===== src/rtl/mips_pkg.sv =====
// Shared MIPS pipeline constants: load-size encodings and datapath defaults.
package mips_pkg;
  localparam int DEF_DATA_W = 32;
  localparam int DEF_REG_AW = 5;

  localparam logic [1:0] LS_BYTE = 2'b00;
  localparam logic [1:0] LS_HALF = 2'b01;
  localparam logic [1:0] LS_WORD = 2'b10;
endpackage


===== src/rtl/mem_wb_stage_if.sv =====
// MEM/WB stage bus: memory-stage entry in, register-file write port out.
// o_retired exists only when WB_RETIRE_COUNT_EN is defined.
interface mem_wb_stage_if #(
  parameter int DATA_W = 32,
  parameter int REG_AW = 5
);
  logic              i_stall;
  logic              i_flush;
  logic              i_valid;
  logic [DATA_W-1:0] i_read_data;
  logic [DATA_W-1:0] i_alu_result;
  logic [REG_AW-1:0] i_rd;
  logic              i_mem_to_reg;
  logic              i_reg_write;
  logic [1:0]        i_load_size;
  logic              i_load_unsigned;
  logic              o_wb_valid;
  logic              o_wb_we;
  logic [REG_AW-1:0] o_wb_rd;
  logic [DATA_W-1:0] o_wb_data;
`ifdef WB_RETIRE_COUNT_EN
  logic [31:0]       o_retired;
`endif

  modport master (
    output i_stall, i_flush, i_valid, i_read_data, i_alu_result, i_rd,
           i_mem_to_reg, i_reg_write, i_load_size, i_load_unsigned,
    input  o_wb_valid, o_wb_we, o_wb_rd, o_wb_data
`ifdef WB_RETIRE_COUNT_EN
    , input o_retired
`endif
  );

  modport slave (
    input  i_stall, i_flush, i_valid, i_read_data, i_alu_result, i_rd,
           i_mem_to_reg, i_reg_write, i_load_size, i_load_unsigned,
    output o_wb_valid, o_wb_we, o_wb_rd, o_wb_data
`ifdef WB_RETIRE_COUNT_EN
    , output o_retired
`endif
  );
endinterface


===== src/rtl/mem_wb_stage_load_extend.sv =====
// Combinational load extraction: picks byte/half/word at offset 0 and
// sign- or zero-extends it to the full datapath width.
module load_extend
  import mips_pkg::*;
#(
  parameter int DATA_W = DEF_DATA_W
) (
  input  logic [DATA_W-1:0] i_data,
  input  logic [1:0]        i_size,
  input  logic              i_unsigned,
  output logic [DATA_W-1:0] o_data
);
  logic       w_s;
  logic [7:0] w_b;
  logic [15:0] w_h;

  assign w_s = ~i_unsigned;
  assign w_b = i_data[7:0];
  assign w_h = i_data[15:0];

  always_comb begin
    o_data = i_data;
    case (i_size)
      LS_BYTE: o_data = {{(DATA_W-8){w_s & w_b[7]}}, w_b};
      LS_HALF: o_data = {{(DATA_W-16){w_s & w_h[15]}}, w_h};
      default: o_data = i_data;
    endcase
  end
endmodule


===== src/rtl/mem_wb_stage.sv =====
// MEM/WB pipeline register and write-back select for the MIPS pipeline.
// Optional retired-instruction counter under WB_RETIRE_COUNT_EN.
module mem_wb_stage
  import mips_pkg::*;
#(
  parameter int DATA_W = DEF_DATA_W,
  parameter int REG_AW = DEF_REG_AW
) (
  input  logic         i_clk,
  input  logic         i_reset,
  mem_wb_stage_if.slave bus
);
  logic [DATA_W-1:0] w_ext;
  logic [DATA_W-1:0] w_wb_next;
  logic              w_load;

  logic              r_valid;
  logic              r_reg_write;
  logic [REG_AW-1:0] r_rd;
  logic [DATA_W-1:0] r_data;

  load_extend #(.DATA_W(DATA_W)) u_ext (
    .i_data     (bus.i_read_data),
    .i_size     (bus.i_load_size),
    .i_unsigned (bus.i_load_unsigned),
    .o_data     (w_ext)
  );

  assign w_wb_next = bus.i_mem_to_reg ? w_ext : bus.i_alu_result;
  assign w_load    = ~bus.i_flush & ~bus.i_stall;

  // Flush beats stall: a bubble is loaded even while the stage is held.
  always_ff @(posedge i_clk or posedge i_reset) begin
    if (i_reset) begin
      r_valid     <= 1'b0;
      r_reg_write <= 1'b0;
      r_rd        <= '0;
      r_data      <= '0;
    end else if (bus.i_flush) begin
      r_valid     <= 1'b0;
      r_reg_write <= 1'b0;
      r_rd        <= '0;
      r_data      <= '0;
    end else if (w_load) begin
      r_valid     <= bus.i_valid;
      r_reg_write <= bus.i_reg_write;
      r_rd        <= bus.i_rd;
      r_data      <= w_wb_next;
    end
  end

  assign bus.o_wb_valid = r_valid;
  assign bus.o_wb_we    = r_valid & r_reg_write & (r_rd != '0);
  assign bus.o_wb_rd    = r_rd;
  assign bus.o_wb_data  = r_data;

`ifdef WB_RETIRE_COUNT_EN
  logic [31:0] r_retired;

  always_ff @(posedge i_clk or posedge i_reset) begin
    if (i_reset)
      r_retired <= '0;
    else if (w_load && bus.i_valid)
      r_retired <= r_retired + 32'd1;
  end

  assign bus.o_retired = r_retired;
`endif
endmodule

===== src/flat_wrapper.sv =====
// flat-port wrapper written by rule: the top's interface ports become plain ports
module mem_wb_stage_flat import mips_pkg::*;
#(
  parameter int DATA_W = DEF_DATA_W,
  parameter int REG_AW = DEF_REG_AW
)
  (i_clk, i_reset, bus_i_stall, bus_i_flush, bus_i_valid, bus_i_read_data, bus_i_alu_result, bus_i_rd, bus_i_mem_to_reg, bus_i_reg_write, bus_i_load_size, bus_i_load_unsigned, bus_o_wb_valid, bus_o_wb_we, bus_o_wb_rd, bus_o_wb_data);
  mem_wb_stage_if #(.DATA_W(DATA_W), .REG_AW(REG_AW)) bus_i ();
  input  logic i_clk;
  input  logic i_reset;
  input wire logic [$bits(bus_i.i_stall)-1:0] bus_i_stall;
  input wire logic [$bits(bus_i.i_flush)-1:0] bus_i_flush;
  input wire logic [$bits(bus_i.i_valid)-1:0] bus_i_valid;
  input wire logic [$bits(bus_i.i_read_data)-1:0] bus_i_read_data;
  input wire logic [$bits(bus_i.i_alu_result)-1:0] bus_i_alu_result;
  input wire logic [$bits(bus_i.i_rd)-1:0] bus_i_rd;
  input wire logic [$bits(bus_i.i_mem_to_reg)-1:0] bus_i_mem_to_reg;
  input wire logic [$bits(bus_i.i_reg_write)-1:0] bus_i_reg_write;
  input wire logic [$bits(bus_i.i_load_size)-1:0] bus_i_load_size;
  input wire logic [$bits(bus_i.i_load_unsigned)-1:0] bus_i_load_unsigned;
  output wire logic [$bits(bus_i.o_wb_valid)-1:0] bus_o_wb_valid;
  output wire logic [$bits(bus_i.o_wb_we)-1:0] bus_o_wb_we;
  output wire logic [$bits(bus_i.o_wb_rd)-1:0] bus_o_wb_rd;
  output wire logic [$bits(bus_i.o_wb_data)-1:0] bus_o_wb_data;
  assign bus_i.i_stall = bus_i_stall;
  assign bus_i.i_flush = bus_i_flush;
  assign bus_i.i_valid = bus_i_valid;
  assign bus_i.i_read_data = bus_i_read_data;
  assign bus_i.i_alu_result = bus_i_alu_result;
  assign bus_i.i_rd = bus_i_rd;
  assign bus_i.i_mem_to_reg = bus_i_mem_to_reg;
  assign bus_i.i_reg_write = bus_i_reg_write;
  assign bus_i.i_load_size = bus_i_load_size;
  assign bus_i.i_load_unsigned = bus_i_load_unsigned;
  assign bus_o_wb_valid = bus_i.o_wb_valid;
  assign bus_o_wb_we = bus_i.o_wb_we;
  assign bus_o_wb_rd = bus_i.o_wb_rd;
  assign bus_o_wb_data = bus_i.o_wb_data;
  mem_wb_stage #(.DATA_W(DATA_W), .REG_AW(REG_AW)) u_core (.i_clk(i_clk), .i_reset(i_reset), .bus(bus_i));
endmodule

===== config.mk =====
export PLATFORM = sky130hd
export DESIGN_NAME = mem_wb_stage_flat
export DESIGN_NICKNAME = d
export VERILOG_FILES = /design/src/rtl/mips_pkg.sv /design/src/rtl/mem_wb_stage_if.sv /design/src/rtl/mem_wb_stage_load_extend.sv /design/src/rtl/mem_wb_stage.sv /design/src/flat_wrapper.sv
export SDC_FILE = /design/constraint.sdc
export NUM_CORES = 1
export LEC_CHECK = 0
export ABC_AREA = 1
export CAP_MARGIN = 20
export CORE_UTILIZATION = 37
export DETAILED_ROUTE_END_ITERATION = 8
export PLACE_DENSITY = 0.78
export SETUP_SLACK_MARGIN = 0.4
export SYNTH_ARGS = -nofsm -noshare
export SYNTH_HDL_FRONTEND = slang
export SYNTH_HIERARCHICAL = 1
export SYNTH_SLANG_ARGS = --single-unit

===== constraint.sdc =====
create_clock -name i_clk -period 1 [get_ports i_clk]
set_input_delay 0.2 -clock i_clk [delete_from_list [all_inputs] [get_ports i_clk]]
set_output_delay 0.2 -clock i_clk [all_outputs]
set_load 0.05 [all_outputs]

==> impl_metrics.ini <==
[outcome]
status = finished, violations left
failed_checks = negative setup slack

[placed_design]
place_ws_ns = -0.695
dpl_cell_area_um2 = 4180
portBuffers = 117
hpwl_um = 5130
gp_congestion = 0.795

[grt]
grt_pass1_vias = 2699
antenna_found_initial = 0
grt_pass1_wl_um = 12400
track_usage = 0.248
grt_max_degree = 35
overflow = 0

[power_and_ir_drop]
p_sw_frac = 0.331
p_sw_mw = 1.54
ir_drop_v = 0.000524
p_leak_nw = 2.41
p_int_mw = 3.12
clock_power_share = 0.218
pwr-share-seq = 0.384
p_total_mw = 4.66
p_comb_frac = 0.399
cellPowerDensity_nw_per_um2 = 980

[cells_and_area]
layout-drive-gt1-share = 0.408
nNetsFinal = 563
fill_cells = 388
fin_area_um2 = 4760
antenna_cells = 0
area_growth_pct = 101

[clock_network]
numCtsBuffers = 5
clk_latency_ns = 0.28
clkSinkCount = 39
htreeDepth = 2
postCtsHoldBufs = 0
clk_path_buf_depth = 2
clockRootBuffer = clkbuf_8
clkTransAtPathRegs_ns = 0.08
cts_tree = yes

[sta]
setup_ws_ns = -0.386
slew-limit-headroom = 0.814
hold_viol = 0
setup_viol = 39
tightest_slew_ns = 0.278
tns_ns = -3.85
post-route-period-util = 1.39
finalCriticalPeriod_ns = 1.39
skew_ns = 0
maxSlewViolCount = 0
clock.fmax_mhz = 721
grt_setup_unrepaired = true

[worst_setup_path]
crit_path_end_kind = output port
arrival_ns = 1.19
critPathKind = reg2out
cp-start-kind = flop
critPathRequiredTime_ns = 0.80
worst-path-max-fanout = 2

[floorplan]
die_h_um = 82.0
core-area_um2 = 6060
rows = 28
die_width_um = 82.0
start_util = 0.391
die-area_um2 = 6730
io_pins = 118

[synth]
yosysWarnings = 6
ys_ff_latch = 39
yosysSeqAreaShare = 0.412
yosys_most_used_dff = dfrtp_1
synth_edf_count = 0
syn_nets = 429
ys_top_cells_by_area = dfrtp_1 (41%), nand2_1 (28%), o21ai_1 (6.8%)
synthArstFlopShare = 1.00
yosys.area.top_type = dfrtp_1
syn_area_um2 = 2370
ys_types = 17
synth.most_common_cell = nand2_1
ys_top_cells_by_count = nand2_1 (175), dfrtp_1 (39), inv_1 (38)
avgSynthCellArea_um2 = 6.77
syn_inst = 350
synth_top_area_share = 0.412

[drt]
drc = 0
vias_per_cell = 4.87
wl_per_cell_um = 14.7
drtAntennaViolNets = 0
drt-initial-drc-count = 93
wl_um = 8230
via_count = 2728
firstDrtPassIters = 4

[hold_path]
hold_class = in2reg

[flow_run]
max_cap_viol_count = 0
[cell usage in the layout (no fill, tap or decap), types with 2 or more instances in the layout]
| cell | count |
|---|---|
| buf_8 | 7 |
| nand3_2 | 15 |
| buf_4 | 7 |
| dfrtp_2 | 38 |
| clkdlybuf4s50_1 | 43 |
| inv_1 | 34 |
| nand2_4 | 5 |
| buf_16 | 3 |
| o21ai_2 | 9 |
| buf_6 | 19 |
| dlygate4sd2_1 | 27 |
| nand2_2 | 22 |
| o21ai_1 | 30 |
| nand2_8 | 6 |
| clkinv_2 | 3 |
| nand2_1 | 149 |
| buf_12 | 45 |
| nor2_4 | 5 |
| clkbuf_8 | 5 |
| inv_4 | 2 |
[through the flow]
stage                     hold WS [ns]  cells   util
after floorplan                  0.171    350      -
after global placement           0.467    531  0.689
after detailed placement         0.486    531  0.689
after CTS                        0.238    557  0.760
after global routing             0.299    560  0.785
final                            0.280    560  0.785
[power groups by stage]
stage | clock network (mW) | logic, mW | registers (mW)
after floorplan | 0 | 0.499 | 2.09
after global placement | 0 | 1.60 | 1.81
after detailed placement | 0 | 1.63 | 1.81
after CTS | 1.05 | 1.77 | 1.78
after global routing | 1.11 | 1.96 | 1.80
final | 1.01 | 1.86 | 1.79
[state kept, by name, indices dropped and copies added (netlist names)]
register	flops
u_core/bus.o_wb_valid	1
u_core/bus.o_wb_rd	5
u_core/r_reg_write	1
u_core/bus.o_wb_data	32
[cells by family after synthesis]
kind of cell | after synthesis | synth area share
simple gates | 202 | 0.347
flops | 39 | 0.412
compound gates | 40 | 0.0845
buf+inv | 69 | 0.157
[metal layers]
metal  vias up  GRT usage  routed length (um)
met5         -          0                   0
li1       1323          -                   -
met1      1255      0.269                3060
met4         0      0.107                 256
met3        23     0.0589                 669
met2       127      0.455                4250
[worst paths after layout]
check / from / end / slack [ns] / depth (start not counted)
hold / removal: bus_i_read_data[7] / u_core/bus.o_wb_data[7] / 0.28 / 5
hold reg to reg: u_core/r_reg_write / u_core/r_reg_write / 0.51 / 2
setup / recovery: u_core/bus.o_wb_rd[3] / bus_o_wb_we / -0.39 / 5
min in group asynchronous: i_reset / u_core/bus.o_wb_data[2] / 0.29 / 3
max in group asynchronous: i_reset / u_core/bus.o_wb_data[25] / 0.49 / 3
setup reg to reg: u_core/bus.o_wb_rd[1] / u_core/bus.o_wb_rd[1] / 0.13 / 4
[layout make-up]
class                           instances  area [um2]  share of cell area
Clock buffer                            5        68.8              0.0145
Clock inverter                          3        15.0             0.00316
Inverter                               39         163              0.0342
Multi-Input combinational cell        246        1360               0.285
Sequential cell                        39        1020               0.215
Tap cell                               75        93.8              0.0197
Timing Repair Buffer                  153        2040               0.428
[critical path, stage by stage (launching register included)]
cell	delay, ns
dfrtp_2	0.40
nor2_1	0.12
nand3_1	0.11
nand2_1	0.08
inv_1	0.05
buf_6	0.14
[timing repair]
item	in CTS	in global routing
resized for setup	116	34
setup endpoints to repair	78	78
setup buffers	11	3
cloned	7	0
pin swaps	56	31
Power figures use the tool's default switching activity.
